**src/rtl/multiword_addsub_sequencer_pkg.sv**
```systemverilog
// Shared definitions for the multi-word add/subtract sequencer.
package multiword_addsub_sequencer_pkg;

  typedef logic [1:0] state_t;

  localparam state_t ST_IDLE = 2'd0;
  localparam state_t ST_RUN  = 2'd1;
  localparam state_t ST_DONE = 2'd2;

  // Chunk-index width; WORDS is always >= 2, so the result is never zero.
  function automatic int unsigned idx_width(input int unsigned words);
    return $clog2(words);
  endfunction

endpackage

```
**src/rtl/multiword_addsub_sequencer_slice.sv**
```systemverilog
// One N-bit add/subtract slice. For subtract, b is inverted here and the
// +1 arrives through c_in from the chained carry register.
module addsub_slice #(
  parameter int unsigned N = 4
) (
  input  logic [N-1:0] x,
  input  logic [N-1:0] y,
  input  logic         add_n,
  input  logic         c_in,
  output logic [N-1:0] s,
  output logic         c_out,
  output logic         c_msb
);

  logic [N-1:0] y_eff;
  logic [N:0]   sum;

  // Ripple sum; carry into the MSB is recovered from the MSB sum bit.
  always_comb begin
    y_eff = y ^ {N{add_n}};
    sum   = {1'b0, x} + {1'b0, y_eff} + {{N{1'b0}}, c_in};
    s     = sum[N-1:0];
    c_out = sum[N];
    c_msb = sum[N-1] ^ x[N-1] ^ y_eff[N-1];
  end

endmodule

```
**src/rtl/multiword_addsub_sequencer.sv**
```systemverilog
// Sequences a single N-bit add/subtract slice over WORDS chunks, LSB chunk
// first, chaining the carry through a register.
module multiword_addsub_sequencer
  import multiword_addsub_sequencer_pkg::*;
#(
  parameter int unsigned N     = 4,
  parameter int unsigned WORDS = 4
) (
  input  logic               clk,
  input  logic               rst,
  input  logic               start,
  input  logic               add_n,
  input  logic [N*WORDS-1:0] a,
  input  logic [N*WORDS-1:0] b,
  output logic               ready,
  output logic               done,
  output logic [N*WORDS-1:0] s,
  output logic               c_out,
  output logic               overflow
);

  localparam int unsigned W     = N * WORDS;
  localparam int unsigned IDX_W = idx_width(WORDS);
  localparam logic [IDX_W-1:0] LAST_IDX = IDX_W'(WORDS - 1);

  state_t           state_q, state_d;
  logic [IDX_W-1:0] idx_q,   idx_d;
  logic             carry_q, carry_d;
  logic             add_n_q, add_n_d;
  logic [W-1:0]     a_q,     a_d;
  logic [W-1:0]     b_q,     b_d;
  logic [W-1:0]     s_q,     s_d;
  logic             c_out_q, c_out_d;
  logic             ovf_q,   ovf_d;

  logic [N-1:0] sl_x, sl_y, sl_s;
  logic         sl_c_out, sl_c_msb;

  // Select the current chunk of the latched operands for the shared slice.
  always_comb begin
    sl_x = a_q[idx_q*N +: N];
    sl_y = b_q[idx_q*N +: N];
  end

  addsub_slice #(.N(N)) u_slice (
    .x     (sl_x),
    .y     (sl_y),
    .add_n (add_n_q),
    .c_in  (carry_q),
    .s     (sl_s),
    .c_out (sl_c_out),
    .c_msb (sl_c_msb)
  );

  // Next-state logic: accept in IDLE/DONE, one chunk per RUN cycle.
  always_comb begin
    state_d = state_q;
    idx_d   = idx_q;
    carry_d = carry_q;
    add_n_d = add_n_q;
    a_d     = a_q;
    b_d     = b_q;
    s_d     = s_q;
    c_out_d = c_out_q;
    ovf_d   = ovf_q;
    case (state_q)
      ST_IDLE, ST_DONE: begin
        if (start) begin
          a_d     = a;
          b_d     = b;
          add_n_d = add_n;
          idx_d   = '0;
          carry_d = add_n;
          s_d     = '0;
          c_out_d = 1'b0;
          ovf_d   = 1'b0;
          state_d = ST_RUN;
        end else begin
          state_d = ST_IDLE;
        end
      end
      ST_RUN: begin
        s_d[idx_q*N +: N] = sl_s;
        carry_d           = sl_c_out;
        idx_d             = idx_q + 1'b1;
        if (idx_q == LAST_IDX) begin
          c_out_d = sl_c_out;
          ovf_d   = sl_c_msb ^ sl_c_out;
          idx_d   = '0;
          state_d = ST_DONE;
        end
      end
      default: state_d = ST_IDLE;
    endcase
  end

  // State and datapath registers with synchronous reset.
  always_ff @(posedge clk) begin
    if (rst) begin
      state_q <= ST_IDLE;
      idx_q   <= '0;
      carry_q <= 1'b0;
      add_n_q <= 1'b0;
      a_q     <= '0;
      b_q     <= '0;
      s_q     <= '0;
      c_out_q <= 1'b0;
      ovf_q   <= 1'b0;
    end else begin
      state_q <= state_d;
      idx_q   <= idx_d;
      carry_q <= carry_d;
      add_n_q <= add_n_d;
      a_q     <= a_d;
      b_q     <= b_d;
      s_q     <= s_d;
      c_out_q <= c_out_d;
      ovf_q   <= ovf_d;
    end
  end

  // Outputs decoded from the registered state.
  always_comb begin
    ready    = (state_q == ST_IDLE) || (state_q == ST_DONE);
    done     = (state_q == ST_DONE);
    s        = s_q;
    c_out    = c_out_q;
    overflow = ovf_q;
  end

endmodule

```
**config.mk**
```make
export PLATFORM = sky130hd
export DESIGN_NAME = multiword_addsub_sequencer
export DESIGN_NICKNAME = d
export VERILOG_FILES = /design/src/rtl/multiword_addsub_sequencer_pkg.sv /design/src/rtl/multiword_addsub_sequencer_slice.sv /design/src/rtl/multiword_addsub_sequencer.sv
export SDC_FILE = /design/constraint.sdc
export NUM_CORES = 1
export LEC_CHECK = 0
export BUFFER_PORTS_ARGS = -buffer_cell sky130_fd_sc_hd__buf_2
export CAP_MARGIN = 10
export CORE_MARGIN = 8
export CORE_UTILIZATION = 54
export DETAILED_ROUTE_END_ITERATION = 8
export HOLD_SLACK_MARGIN = 0.02
export PLACE_DENSITY = 0.84
export SETUP_SLACK_MARGIN = 0.3
export SLEW_MARGIN = 20
export SYNTH_ARGS = -nofsm -noshare
export SYNTH_HDL_FRONTEND = slang
export SYNTH_HIERARCHICAL = 1
export SYNTH_SLANG_ARGS = --single-unit
```
**constraint.sdc**
```tcl
create_clock -name clk -period 3.65 [get_ports clk]
set_input_delay 0.1825 -clock clk [delete_from_list [all_inputs] [get_ports clk]]
set_output_delay 0.1825 -clock clk [all_outputs]
set_load 0.05 [all_outputs]
```
Word-level counts from Yosys, hierarchy flattened
Cells that the tools add are included.
{"block": "totals", "rom_bits": 0, "ff_bits": 56, "ramBits": 0, "output_inout_bits": 20, "n_memories": 0, "latchBits": 0}
{"block": "classes", "eq_ne": 5, "div": 0, "magnitude_cmp": 0, "n_mux": 16, "multipliers": 0, "reduce_logical": 7, "add_sub_neg": 4, "n_bitwise": 4, "shift": 4}
{"op": "$neg 4->34", "n": 1}
{"op": "$shift 4x34->16 const A", "n": 1}
{"op": "$shiftx 4x34->16", "n": 1}
{"op": "$pmux 16 s2", "n": 1}
{"op": "$shiftx 16x5->4", "n": 2}
{"op": "$bwmux 16", "n": 1}
{"op": "$mux 16", "n": 1}
{"op": "$pmux 2 s2", "n": 2}
{"op": "$mux 2", "n": 3}
{"op": "$pmux 1 s2", "n": 3}
{"op": "$add 4x4->5", "n": 1}
{"op": "$add 5x1->5", "n": 1}
{"op": "$mux 1", "n": 5}
{"op": "$eq 2x2->1 const B", "n": 2}
{"op": "$ne 2x2->1 const B", "n": 2}
{"op": "$reduce_and 2->1", "n": 2}
{"op": "$xor 4x4->4", "n": 1}
{"op": "$reduce_and 3->1", "n": 1}
{"op": "$xor 1x1->1", "n": 3}
{"op": "$add 2x1->2 const B", "n": 1}
{"op": "$eq 2x1->1 const B", "n": 1}
{"op": "$logic_not 2->1", "n": 1}
{"op": "$reduce_bool 2->1", "n": 1}
{"op": "$reduce_or 2->1", "n": 1}
{"op": "$logic_or 1x1->1", "n": 1}

Logic depth before layout (Yosys ltp)
Gate-level depths: netlist of run 1.
{"block": "depth", "word_depth": 9, "depth_mapped": 11, "mapped_depth_nobuf": 10}

Cells and area by module
The synthesis of run 1 kept the hierarchy.
{"module": "multiword_addsub_sequencer", "instances": 1, "cells_each": 258, "area_each_um2": 2403.6}
{"module": "addsub_slice", "instances": 1, "cells_each": 22, "area_each_um2": 207.7}

Least setup slack after synthesis of run 1
Ideal clock, no wire load.
{"block": "synth_path", "kind": "reg2reg", "from": "reg idx_q[0]", "to": "reg ovf_q, in the netlist overflow", "t_arrival_ns": 2.690, "path_slack_ns": 0.828, "synth_period_minus_slack_ns": 2.822, "path_stages_with_launch": 12, "t_required_ns": 3.518, "setup_time_ns": 0.132, "cell_sequence": "dfxtp_1 buf_4 mux4_2 xnor2_1 fa_1 inv_1 fa_1 a21o_1 a21o_1 xor2_1 nand3_1 a21oi_1"}
{"block": "synth_via", "elab_cells_between_ends": 13, "cone_classes": "add/sub (2); eq/ne (2); shift (2); mux (2); bitwise (4); reduce/logical (1)"}
{"element": "start, declared", "line": "multiword_addsub_sequencer.sv:27", "source": "logic [IDX_W-1:0] idx_q, idx_d;"}
{"element": "start signal, assigned", "line": "multiword_addsub_sequencer.sv:111", "source": "idx_q <= idx_d;"}
{"element": "$shiftx 16x5->4", "line": "multiword_addsub_sequencer.sv:42", "source": "sl_y = b_q[idx_q*N +: N];"}
{"element": "net sl_y[0]", "line": "multiword_addsub_sequencer.sv:36", "source": "logic [N-1:0] sl_x, sl_y, sl_s;"}
{"element": "$xor 4x4->4", "line": "multiword_addsub_sequencer_slice.sv:20", "source": "y_eff = y ^ {N{add_n}};"}
{"element": "$add 4x4->5", "line": "multiword_addsub_sequencer_slice.sv:21", "source": "sum = {1'b0, x} + {1'b0, y_eff} + {{N{1'b0}}, c_in};"}
{"element": "$add 5x1->5", "line": "multiword_addsub_sequencer_slice.sv:21"}
{"element": "net sl_c_out", "line": "multiword_addsub_sequencer.sv:37", "source": "logic sl_c_out, sl_c_msb;"}
{"element": "$xor 1x1->1", "line": "multiword_addsub_sequencer.sv:88", "source": "ovf_d = sl_c_msb ^ sl_c_out;"}
{"element": "$mux 1", "line": "multiword_addsub_sequencer.sv:86", "source": "if (idx_q == LAST_IDX) begin"}
{"element": "$pmux 1 s2", "line": "multiword_addsub_sequencer.sv:66", "source": "case (state_q)"}
{"element": "end signal, assigned", "line": "multiword_addsub_sequencer.sv:118", "source": "ovf_q <= ovf_d;"}
{"element": "end, declared", "line": "multiword_addsub_sequencer.sv:34", "source": "logic ovf_q, ovf_d;"}
The timed path passes the listed nets, and every way through them passes these cells. The select of a mux whose other input is x is not followed.
A chain may end at the register's enable or synchronous reset.

Worst setup path in the final report of run 1
{"block": "layout_path", "from": "reg idx_q[0]", "to": "reg s_q[11], in the netlist s[11]"}
{"block": "layout_via", "elab_chain_cells": 7, "elab_cells_between_ends": 10, "cone_classes": "add/sub (3); shift (4); mux (2); bitwise (1)"}
{"element": "$shiftx 16x5->4", "line": "multiword_addsub_sequencer.sv:42"}
{"element": "net sl_y[2]", "line": "multiword_addsub_sequencer.sv:36"}
{"element": "$xor 4x4->4", "line": "multiword_addsub_sequencer_slice.sv:20"}
{"element": "$add 4x4->5", "line": "multiword_addsub_sequencer_slice.sv:21"}
{"element": "$add 5x1->5", "line": "multiword_addsub_sequencer_slice.sv:21"}
{"element": "net sl_s[3]", "line": "multiword_addsub_sequencer.sv:36"}
{"element": "$shiftx 4x34->16", "line": "multiword_addsub_sequencer.sv:83", "source": "s_d[idx_q*N +: N] = sl_s;"}
{"element": "$bwmux 16", "line": "multiword_addsub_sequencer.sv:83"}
{"element": "$pmux 16 s2", "line": "multiword_addsub_sequencer.sv:66"}
{"element": "end signal, assigned", "line": "multiword_addsub_sequencer.sv:106", "source": "s_q <= '0;"}
{"element": "end signal, assigned", "line": "multiword_addsub_sequencer.sv:116", "source": "s_q <= s_d;"}
{"element": "end, declared", "line": "multiword_addsub_sequencer.sv:32", "source": "logic [W-1:0] s_q, s_d;"}
The timed path passes the listed nets, and every way through them passes these cells.

==> results.txt, run 1 <==
Status - complete, no violations
Hold Fails Final Rpt - 0
Antenna-violating nets left - 0
Sequential fraction of the synthesis area - 42.9%
Vias per Instance - 5.58
Pre-CTS setup slack - 735 ps
Die Wd - 85.5 um
Required @ worst endpoint - 3860 ps
Initial DRC count - 154
Hold-fix buffers, CTS - 0
Initial antenna violation count - 0
Largest family of logic cells by synthesized area - simple AND/OR/NAND/NOR gates
Worst slew pin tran - 1010 ps
Final wirelength - 5760 um
Slew Limit Fails - 0
Final setup skew - 3.66 ps
Crit path buf inv count - 0
Cell Area, Synth - 0.00261 mm^2
Clock Tree Buf Depth - 2
Rel. slew slack - 32.4%
Wire length of the first global-routing pass - 9510 um
Max FO, Critical Path - 8
Post-DR wirelength/cell - 15.2 um
Synthesized-area fraction occupied by xor and xnor cells - 3.64%
Mux cell area share after synthesis - 6.90%
Crit path arrival time - 3160 ps
Layout area overhead - 14.5%
Largest delay contributor family on the critical path - compound AO/OA/AOI/OAI gates
Via count - 2121
Post-Route Setup TNS - 0 ps
Min Clock Period, post-route - 2960 ps
Total gr overflow - 0
CTS tree - built
Initial Utilization - 55.7%
Die area - 0.00732 mm^2
PD cells - 455 mW/mm^2
Syn Nets - 327
1st-pass router iterations - 4
CP Capture Type - flip-flop
Syn. warnings - 6
Vias in the first global route - 2111
CP startpoint kind - flip-flop
Hold crit path type - in -> reg
Clock latency on the worst-skew pair - 300 ps
DP Area - 0.00286 mm^2
H-tree depth - 2
Final net count - 373
Cell Chain, Critical Path - mux4_2 -> xor2_1 -> ha_1 -> a21o_1 -> a31oi_1 -> xnor2_1 -> nor2b_1 -> a22o_1
Post-synth cell types - 34
Total Power Consumption - 1.36 mW
Post-Synth Simple-Gate Area - 19.3%
Post CTS Setup Buffer Count - 0
Final hold slack - 103 ps
Syn Area/Cell - 9.33 um^2
Fmax - 338 MHz
Core Box Area - 0.00469 mm^2
RSZ-0062 raised after global routing - false
WS Path Type - reg -> reg
Cts bufs inserted - 5
Synth Area in Adders - 5.85%
DRC Markers - 0
Final worst path period share - 81.0%
Detail Placement HPWL - 4190 um
Slowest cell on crit path - dfxtp_1
Ratio of cells with drive above 1 in the final layout - 24.8%
Crit path largest cell delay - 630 ps
Placed instance count - 373
Flops & latches, synth - 56
CTS Sinks - 56
Mapped Cells - 280
Routability congestion estimate - 0.827
Final setup violation count - 0
Design Area, Final - 0.00299 mm^2
Finished Layout Cells - 380
FP Rows - 25
Reg clk slew, reported paths - 90 ps
R2R Setup Slk - 690 ps
Compound-Gate Fraction of Synth Area - 15.9%
# fillers - 406
Resized Gates After CTS - 0
Leak - 1.27 nW
Core Util, Final - 63.7%
Final WS setup - 692 ps
Die Span Y - 85.5 um
Ant diodes - 0
Buffers on Ports - 55
Overall routing resource usage - 15.7%
Largest net degree at the start of global routing - 56
MaxCap Viol Count - 0
I/O pin total - 56
Worst IR Drop VDD - 0.230 mV
Clk root buf - clkbuf_8
cells in the mapped netlist, drive strengths merged:
| cell type | number | area (um^2) |
|---|---|---|
| a21oi | 40 | 200 |
| o21a | 1 | 7.51 |
| dfxtp | 56 | 1120 |
| fa | 2 | 40.0 |
| inv | 7 | 26.3 |
| xor2 | 5 | 51.3 |
| nand3 | 9 | 45.0 |
| nand2 | 69 | 259 |
| nand2b | 6 | 37.5 |
| o211ai | 1 | 7.51 |
| a31oi | 3 | 18.8 |
| o2bb2ai | 4 | 35.0 |
| nor2 | 4 | 15.0 |
| clkbuf | 3 | 11.3 |
| mux4 | 8 | 180 |
| xnor2 | 5 | 43.8 |
| a22o | 8 | 70.1 |
| a211oi | 3 | 52.6 |
| nor4b | 1 | 8.76 |
| ha | 9 | 113 |
| nand4 | 4 | 25.0 |
| and4bb | 1 | 12.5 |
| nand3b | 3 | 22.5 |
| and3 | 1 | 6.26 |
| nor4 | 1 | 21.3 |
| a21o | 3 | 22.5 |
| nor2b | 7 | 51.3 |
| buf | 16 | 106 |
placed cells by master, fill, tap and decap left out:
cell        n
a211oi_4    2
nand3b_1    3
nor2b_4     1
nor2b_2     1
and4bb_2    1
nand2_1    69
buf_2      55
a22o_1      8
a211oi_2    1
inv_1       7
nand3_1     9
mux4_2      8
a21oi_1    40
nor4_4      1
and3_1      1
nand2b_1    6
xor2_1      4
nand4_1     4
a21o_1      3
bufinv_16   2
dfxtp_1    56
o21a_1      1
nor2b_1     5
nor2_1      4
nor4b_1     1
ha_1        9
buf_4       3
clkbuf_8    5
fa_1        2
o2bb2ai_1   4
xor2_2      1
xnor2_1     5
a31oi_1     3
o211ai_1    1
worst register-to-register path: stages (launching register included):
cell and delay, ps:
dfxtp_1 630, mux4_2 570, xor2_1 150, ha_1 350
a21o_1 210, a31oi_1 310, xnor2_1 210, nor2b_1 190
a22o_1 250
layer usage:
layer / global-route usage [%] / routed length [um] / vias up
met3: 4.01 / 275 / 8
met1: 18.4 / 2580 / 1004
met2: 27.5 / 2840 / 63
met5: 0 / 0 / -
met4: 4.78 / 62 / 0
li1: - / - / 1046
worst paths after layout:
path | startpoint | endpoint | cells after the start
setup / recovery | idx_q[0] | s[11] | 8
hold / removal | b[10] | b_q[10] | 3
setup reg to reg | idx_q[0] | s[11] | 8
hold reg to reg | a_q[9] | a_q[9] | 2
power by group:
group	switching (mW)	total (mW)	internal (mW)	leakage, nW
clock network	0.194	0.464	0.270	0.0642
registers	0.0219	0.660	0.638	0.457
logic	0.140	0.236	0.0956	0.749
total	0.356	1.36	1.00	1.27
cells by family after synthesis:
family                   count (synthesis)
AND/OR/NAND/NOR                        106
AO/OA/AOI/OAI                           63
flip-flops                              56
buffers and inverters                   26
adder cells (fa/ha/maj)                 11
XOR/XNOR                                10
multiplexers                             8
registers in the layout (all words and copies together), names as in the netlist:
register / cells
c_out: 1
add_n_q: 1
carry_q: 1
a_q: 16
state_q: 2
idx_q: 2
overflow: 1
s: 16
b_q: 16
cell type report:
type | count | area (um^2) | share of cell area (%)
well taps | 54 | 67.6 | 2.26
clock buffers | 5 | 68.8 | 2.30
multi-input cells | 198 | 1350 | 45.1
clock inverters | 2 | 60.1 | 2.01
repair buffers | 58 | 298 | 9.96
flip-flops and latches | 56 | 1120 | 37.5
inverters | 7 | 26.3 | 0.879
(Power assumes the default switching activity.)
==> run 2, diff against run 1 <==
--- a/config.mk
+++ b/config.mk
@@ -8,10 +8,10 @@
 export BUFFER_PORTS_ARGS = -buffer_cell sky130_fd_sc_hd__buf_2
 export CAP_MARGIN = 10
 export CORE_MARGIN = 8
-export CORE_UTILIZATION = 54
+export CORE_UTILIZATION = 49
 export DETAILED_ROUTE_END_ITERATION = 8
 export HOLD_SLACK_MARGIN = 0.02
-export PLACE_DENSITY = 0.84
+export PLACE_DENSITY = 0.81
 export SETUP_SLACK_MARGIN = 0.3
 export SLEW_MARGIN = 20
 export SYNTH_ARGS = -nofsm -noshare
==> constraint.sdc (replaced) <==
create_clock -name clk -period 2.5 [get_ports clk]
set_input_delay 0.125 -clock clk [delete_from_list [all_inputs] [get_ports clk]]
set_output_delay 0.125 -clock clk [all_outputs]
set_load 0.05 [all_outputs]
==> run 2 against run 1 <==
  * The run now ends with negative setup slack left
  * Total power rose by 40%
  * Setup slack worse by 750 ps
  * Sequential cell count did not move
  * Global-route usage down 0.28 points
  * Core utilization decreased by 2.1 points
  * Sequential power rose by 45%
  * Cell area increased by 5.9%
  * Clock skew grew 2.3 ps
  * Wire length up 4.6%
  * Largest cell class unchanged
  * Worst hold slack worse by 69 ps
  * Cell count up 7.9%
==> results.txt, run 2 (synthesis gave the netlist of run 1 again) <==
Hold crit path type - in -> reg
Worst slew pin tran - 689 ps (-324 ps)
Cell Chain, Critical Path - mux4_2 -> xnor2_2 -> fa_2 -> inv_2 -> fa_2 -> a21o_1 -> a21o_1 -> buf_4 -> o211ai_1 -> a21oi_1
FP Rows - 26 (+4.0%)
Crit path largest cell delay - 530 ps (-100 ps)
RR Endpoint - c_out
Die area - 0.00792 mm^2 (+8.3%)
Final wirelength - 6030 um (+4.6%)
Critical path capture point - c_out
Required @ worst endpoint - 2680 ps (-1180 ps)
Routability congestion estimate - 0.800 (-3.3%)
Crit path buf inv count - 2 (+2)
Commonest non-fill, non-tap cell in the layout - nand2_1
Core Box Area - 0.00514 mm^2 (+9.5%)
Clock latency on the worst-skew pair - 310 ps (about the same)
Ratio of cells with drive above 1 in the final layout - 31.8% (+6.9 points)
Die Span Y - 89 um (+4.0%)
CP Capture Type - flip-flop
Layout area overhead - 21.3%
Overall routing resource usage - 15.5% (-0.28 points)
Status - finished, violations left
Ant diodes - 0 (unchanged)
Crit path arrival time - 2730 ps (-430 ps)
PD cells - 600 mW/mm^2 (+32%)
Pre-CTS setup slack - -15.7 ps (-751 ps)
Worst IR Drop VDD - 0.325 mV (+41%)
Final WS setup - -57.8 ps (-750 ps)
CP startpoint - idx_q[0]
Largest net degree at the start of global routing - 36 (-36%)
Antenna-violating nets left - 0 (unchanged)
Via count - 2168 (+2.2%)
H-tree depth - 2 (unchanged)
Clk root buf - clkbuf_8
Max FO, Critical Path - 6 (-2)
Initial antenna violation count - 0 (unchanged)
Initial Utilization - 50.8% (-4.9 points)
Worst r2r src - idx_q[0]
MaxCap Viol Count - 0 (unchanged)
Rel. slew slack - 54.1% (+22 points)
Fmax - 391 MHz (+16%)
Vias per Instance - 5.29 (-5.3%)
Hold Fails Final Rpt - 0 (unchanged)
Wire length of the first global-routing pass - 9560 um (+0.50%)
Reg clk slew, reported paths - 100 ps (about the same)
Clock Tree Buf Depth - 2 (unchanged)
Die Wd - 89 um (+4.0%)
Leak - 1.34 nW (+5.8%)
Slowest cell on crit path - mux4_2
CTS tree - built
Final net count - 386 (+3.5%)
Failing checks - negative setup slack
Final hold slack - 34.1 ps (-68.7 ps)
Largest delay contributor family on the critical path - adder cells
# fillers - 461 (+14%)
Final worst path period share - 102% (+21 points)
Number of cells on the critical path - 10 (+2)
Placed instance count - 398 (+6.7%)
CP startpoint kind - flip-flop
Post-Route Setup TNS - -149 ps (-149 ps)
Cts bufs inserted - 5 (unchanged)
Finished Layout Cells - 410 (+7.9%)
Total gr overflow - 0 (unchanged)
WS Path Type - reg -> reg
Detail Placement HPWL - 4270 um (+1.9%)
RSZ-0062 raised after global routing - true
R2R Setup Slk - -60 ps (-750 ps)
Post-DR wirelength/cell - 14.7 um (-3.0%)
Slew Limit Fails - 0 (unchanged)
Vias in the first global route - 2079 (-1.5%)
Initial DRC count - 112 (-27%)
1st-pass router iterations - 4 (unchanged)
Final setup violation count - 3 (+3)
I/O pin total - 56 (unchanged)
Min Clock Period, post-route - 2560 ps (-400 ps)
DRC Markers - 0 (unchanged)
Buffers on Ports - 55 (unchanged)
Hold path depth - 3 (unchanged)
Most frequent cells in the layout - nand2_1, dfxtp_1, buf_2, a21oi_1, buf_4
Final setup skew - 5.92 ps (+2.26 ps)
CTS Sinks - 56 (unchanged)
R2R depth - 10 (+2)
run 2: cell type report:
cell class              count  area (um^2)  share of cell area (%)
flip-flops and latches     56         1120                    35.5
inverters                   7         26.3                   0.829
repair buffers             71          407                    12.8
clock buffers               5         68.8                    2.17
multi-input cells         198         1430                    45.2
clock inverters             3         22.5                   0.711
well taps                  70         87.6                    2.76
run 2: per-layer routing:
layer,global-route usage (%),wire length (um),vias to the layer above
li1,-,-,1077
met1,19.1,2710,1009
met2,24.9,2810,67
met3,4.78,370,15
met4,5.29,135,0
met5,0,0,-
run 2: how the worst min path moves through the flow:
stage	from	to	slack, ps
final	b[4]	b_q[4]	30
after global routing	b[5]	b_q[5]	30
after CTS	b[13]	b_q[13]	30
after detailed placement	a[10]	a_q[10]	370
after global placement	b[9]	b_q[9]	370
after floorplan	a[0]	a_q[0]	260
run 2: what timing repair did:
action,4_1_cts,5_1_grt
gates cloned,0,0
endpoints found under the setup margin,15,17
pin swaps,1,11
gates resized for setup,3,11
hold buffers,0,0
buffers inserted,1,3
run 2: power breakdown:
group          switching (mW)  leakage, nW  internal [mW]
Clock                   0.302       0.0447          0.200
Combinational           0.239        0.842          0.201
Sequential             0.0285        0.458          0.932
run 2: metrics by stage:
step	total power, mW	area, um^2	utilization, %
global placement	1.35	2970	57.8
finish	1.90	3170	61.6
floorplan	1.25	2640	-
CTS	1.87	3090	60.1
detailed placement	1.36	2970	57.8
global route	2.00	3170	61.6
run 2: worst reg2reg max path, cell delays in order, from the launching register on:
cell and delay, ps:
dfxtp_4 400, mux4_2 530, xnor2_2 210, fa_2 230, inv_2 40, fa_2 340
a21o_1 160, a21o_1 180, buf_4 140, o211ai_1 90, a21oi_1 100
==> run 3, diff against run 2 <==
--- a/config.mk
+++ b/config.mk
@@ -8,10 +8,11 @@
 export BUFFER_PORTS_ARGS = -buffer_cell sky130_fd_sc_hd__buf_2
 export CAP_MARGIN = 10
 export CORE_MARGIN = 8
-export CORE_UTILIZATION = 49
+export CORE_UTILIZATION = 54
 export DETAILED_ROUTE_END_ITERATION = 8
 export HOLD_SLACK_MARGIN = 0.02
-export PLACE_DENSITY = 0.81
+export PLACE_DENSITY = 0.84
+export RECOVER_POWER = 25
 export SETUP_SLACK_MARGIN = 0.3
 export SLEW_MARGIN = 20
 export SYNTH_ARGS = -nofsm -noshare
==> constraint.sdc (replaced) <==
create_clock -name clk -period 2.6 [get_ports clk]
set_input_delay 0.13 -clock clk [delete_from_list [all_inputs] [get_ports clk]]
set_output_delay 0.13 -clock clk [all_outputs]
set_load 0.05 [all_outputs]
==> run 3 against run 2 <==
  * The flow now finishes without violations
  * Worst hold slack better by 16 ps
  * Clock power down 3%
  * Fmax up 0.16%
==> results.txt, run 3 (synthesis gave the netlist of run 1 again) <==
Leak - 1.28 nW (-4.7%)
Ratio of cells with drive above 1 in the final layout - 27.2% (-4.6 points)
PD cells - 580 mW/mm^2 (-3.5%)
Hold Fails Final Rpt - 0 (unchanged)
Routability congestion estimate - 0.800 (about the same)
Overall routing resource usage - 16.9% (+1.4 points)
Die Wd - 85.5 um (-3.9%)
Final WS setup - 46.4 ps (+104 ps)
Initial DRC count - 134 (+20%)
Clock Tree Buf Depth - 2 (unchanged)
Layout area overhead - 21.4% (about the same)
Largest net degree at the start of global routing - 38 (+5.6%)
Crit path arrival time - 2800 ps (+70 ps)
Seq pwr share - 50.3% (-0.2 points)
Clock latency on the worst-skew pair - 300 ps (about the same)
Crit path buf inv count - 1 (-1)
Initial antenna violation count - 0 (unchanged)
H-tree depth - 2 (unchanged)
Slowest cell on crit path - mux4_2
Die Span Y - 85.5 um (-3.9%)
Worst slew pin tran - 712 ps (+22.7 ps)
Cts bufs inserted - 5 (unchanged)
WS Path Type - reg -> reg
Detail Placement HPWL - 4370 um (+2.3%)
RSZ-0062 raised after global routing - true
Vias per Instance - 5.37 (+1.6%)
Initial Utilization - 55.7% (+4.9 points)
Fmax - 392 MHz (+0.16%)
MaxCap Viol Count - 0 (unchanged)
Reg clk slew, reported paths - 90 ps (about the same)
Comb pwr share - 23.2% (about the same)
Sw frac - 28.7% (-1.3 points)
Worst r2r src - idx_q[0]
Vias in the first global route - 2165 (+4.1%)
Hold-fix buffers, CTS - 0 (unchanged)
Internal Power - 1.31 mW (-1.6%)
Cell Chain, Critical Path - buf_6 -> mux4_2 -> xor2_1 -> ha_1 -> a21o_1 -> a31oi_4 -> xnor2_2 -> nor2b_1 -> a22o_1
Status - complete, no violations
Max FO, Critical Path - 6 (unchanged)
Buffers on Ports - 55 (unchanged)
Final setup violation count - 0 (-3)
DRC Markers - 0 (unchanged)
Most frequent cells in the layout - nand2_1, dfxtp_1, a21oi_1, buf_2, clkbuf_1
Final wirelength - 6060 um (+0.60%)
Clock Power Share - 26.5% (about the same)
Total gr overflow - 0 (unchanged)
Via count - 2128 (-1.8%)
Commonest non-fill, non-tap cell in the layout - nand2_1
Largest delay contributor family on the critical path - compound AO/OA/AOI/OAI gates
Slew Limit Fails - 0 (unchanged)
Pre-CTS setup slack - -24.5 ps (-8.84 ps)
Post-DR wirelength/cell - 15.3 um (+4.2%)
1st-pass router iterations - 4 (unchanged)
CTS tree - built
CTS Sinks - 56 (unchanged)
Core Util, Final - 67.6% (+5.9 points)
FP Rows - 25 (-3.8%)
Worst IR Drop VDD - 0.344 mV (+5.7%)
Clk root buf - clkbuf_8
CP Capture Type - flip-flop
Final net count - 388 (+0.52%)
Net switching power - 0.527 mW (-7.6%)
Antenna-violating nets left - 0 (unchanged)
CP startpoint kind - flip-flop
Min Clock Period, post-route - 2550 ps (-4.19 ps)
Crit path largest cell delay - 510 ps (-20 ps)
Final worst path period share - 98.2% (-4.1 points)
I/O pin total - 56 (unchanged)
Required @ worst endpoint - 2850 ps (+170 ps)
Final setup skew - 6.30 ps (+0.373 ps)
Rel. slew slack - 52.6% (-1.5 points)
Hold crit path type - in -> reg
Ant diodes - 0 (unchanged)
Die area - 0.00732 mm^2 (-7.6%)
Wire length of the first global-routing pass - 10100 um (+6.2%)
CP startpoint - idx_q[0]
Core Box Area - 0.00469 mm^2 (-8.7%)
Hold path start - b[5]
## run 3: path summary, 6_finish.rpt
check	endpoint	cells after the start	slack, ps
setup / recovery	s[11]	9	50
hold / removal	b_q[5]	3	50
setup reg to reg	s[11]	9	50
hold reg to reg	b_q[8]	2	460
## run 3: area by class of cell
class,instances,area [um^2]
multi-input cells,198,1460
repair buffers,73,399
flip-flops and latches,56,1120
inverters,7,26.3
well taps,54,67.6
fillers,367,1520
clock buffers,8,90.1
## run 3: timing repair
item / 4_1_cts / 5_1_grt
setup buffers: 4 / 4
pin swaps: 6 / 12
setup endpoints to repair: 15 / 17
gates resized for setup: 7 / 10
## run 3: power by group through the flow
stage          logic, mW  clock network [mW]  registers (mW)
2_1_floorplan      0.259                   0           0.948
3_3_place_gp       0.343                   0           0.945
6_report           0.427               0.486           0.924
3_5_place_dp       0.356                   0           0.946
4_1_cts            0.392               0.484           0.925
5_1_grt            0.462               0.532           0.931
## run 3: through the flow
step / TNS (ps) / std cells / power, mW / cell area, um^2 / hold WS, ps
after detailed placement: -40.2 / 380 / 1.30 / 2940 / 376
after global placement: 0 / 380 / 1.29 / 2940 / 371
after floorplan: 0 / 280 / 1.21 / 2640 / 266
final: 0 / 396 / 1.84 / 3170 / 50.6
after global routing: -83.5 / 396 / 1.92 / 3170 / 49.8
after CTS: -7.31 / 392 / 1.80 / 3100 / 55.4
## run 3: worst reg2reg max path: cells and delay by family (launching register included)
family,cells,cell delay (ps)
xor gates and xnor gates,2,320
adders and majority gates,1,330
buffers and inverters,1,120
DFF,1,400
and+or+nand+nor,1,230
muxes,1,510
AOI/OAI and AO/OA,3,610
## run 3: routing by layer
| metal | track usage, % | vias up | part of all wire [%] |
|---|---|---|---|
| li1 | - | 1080 | - |
| met1 | 20.2 | 988 | 44 |
| met5 | 0 | - | 0 |
| met4 | 4.78 | 0 | 0.61 |
| met2 | 29.2 | 56 | 50 |
| met3 | 4.20 | 4 | 5.0 |
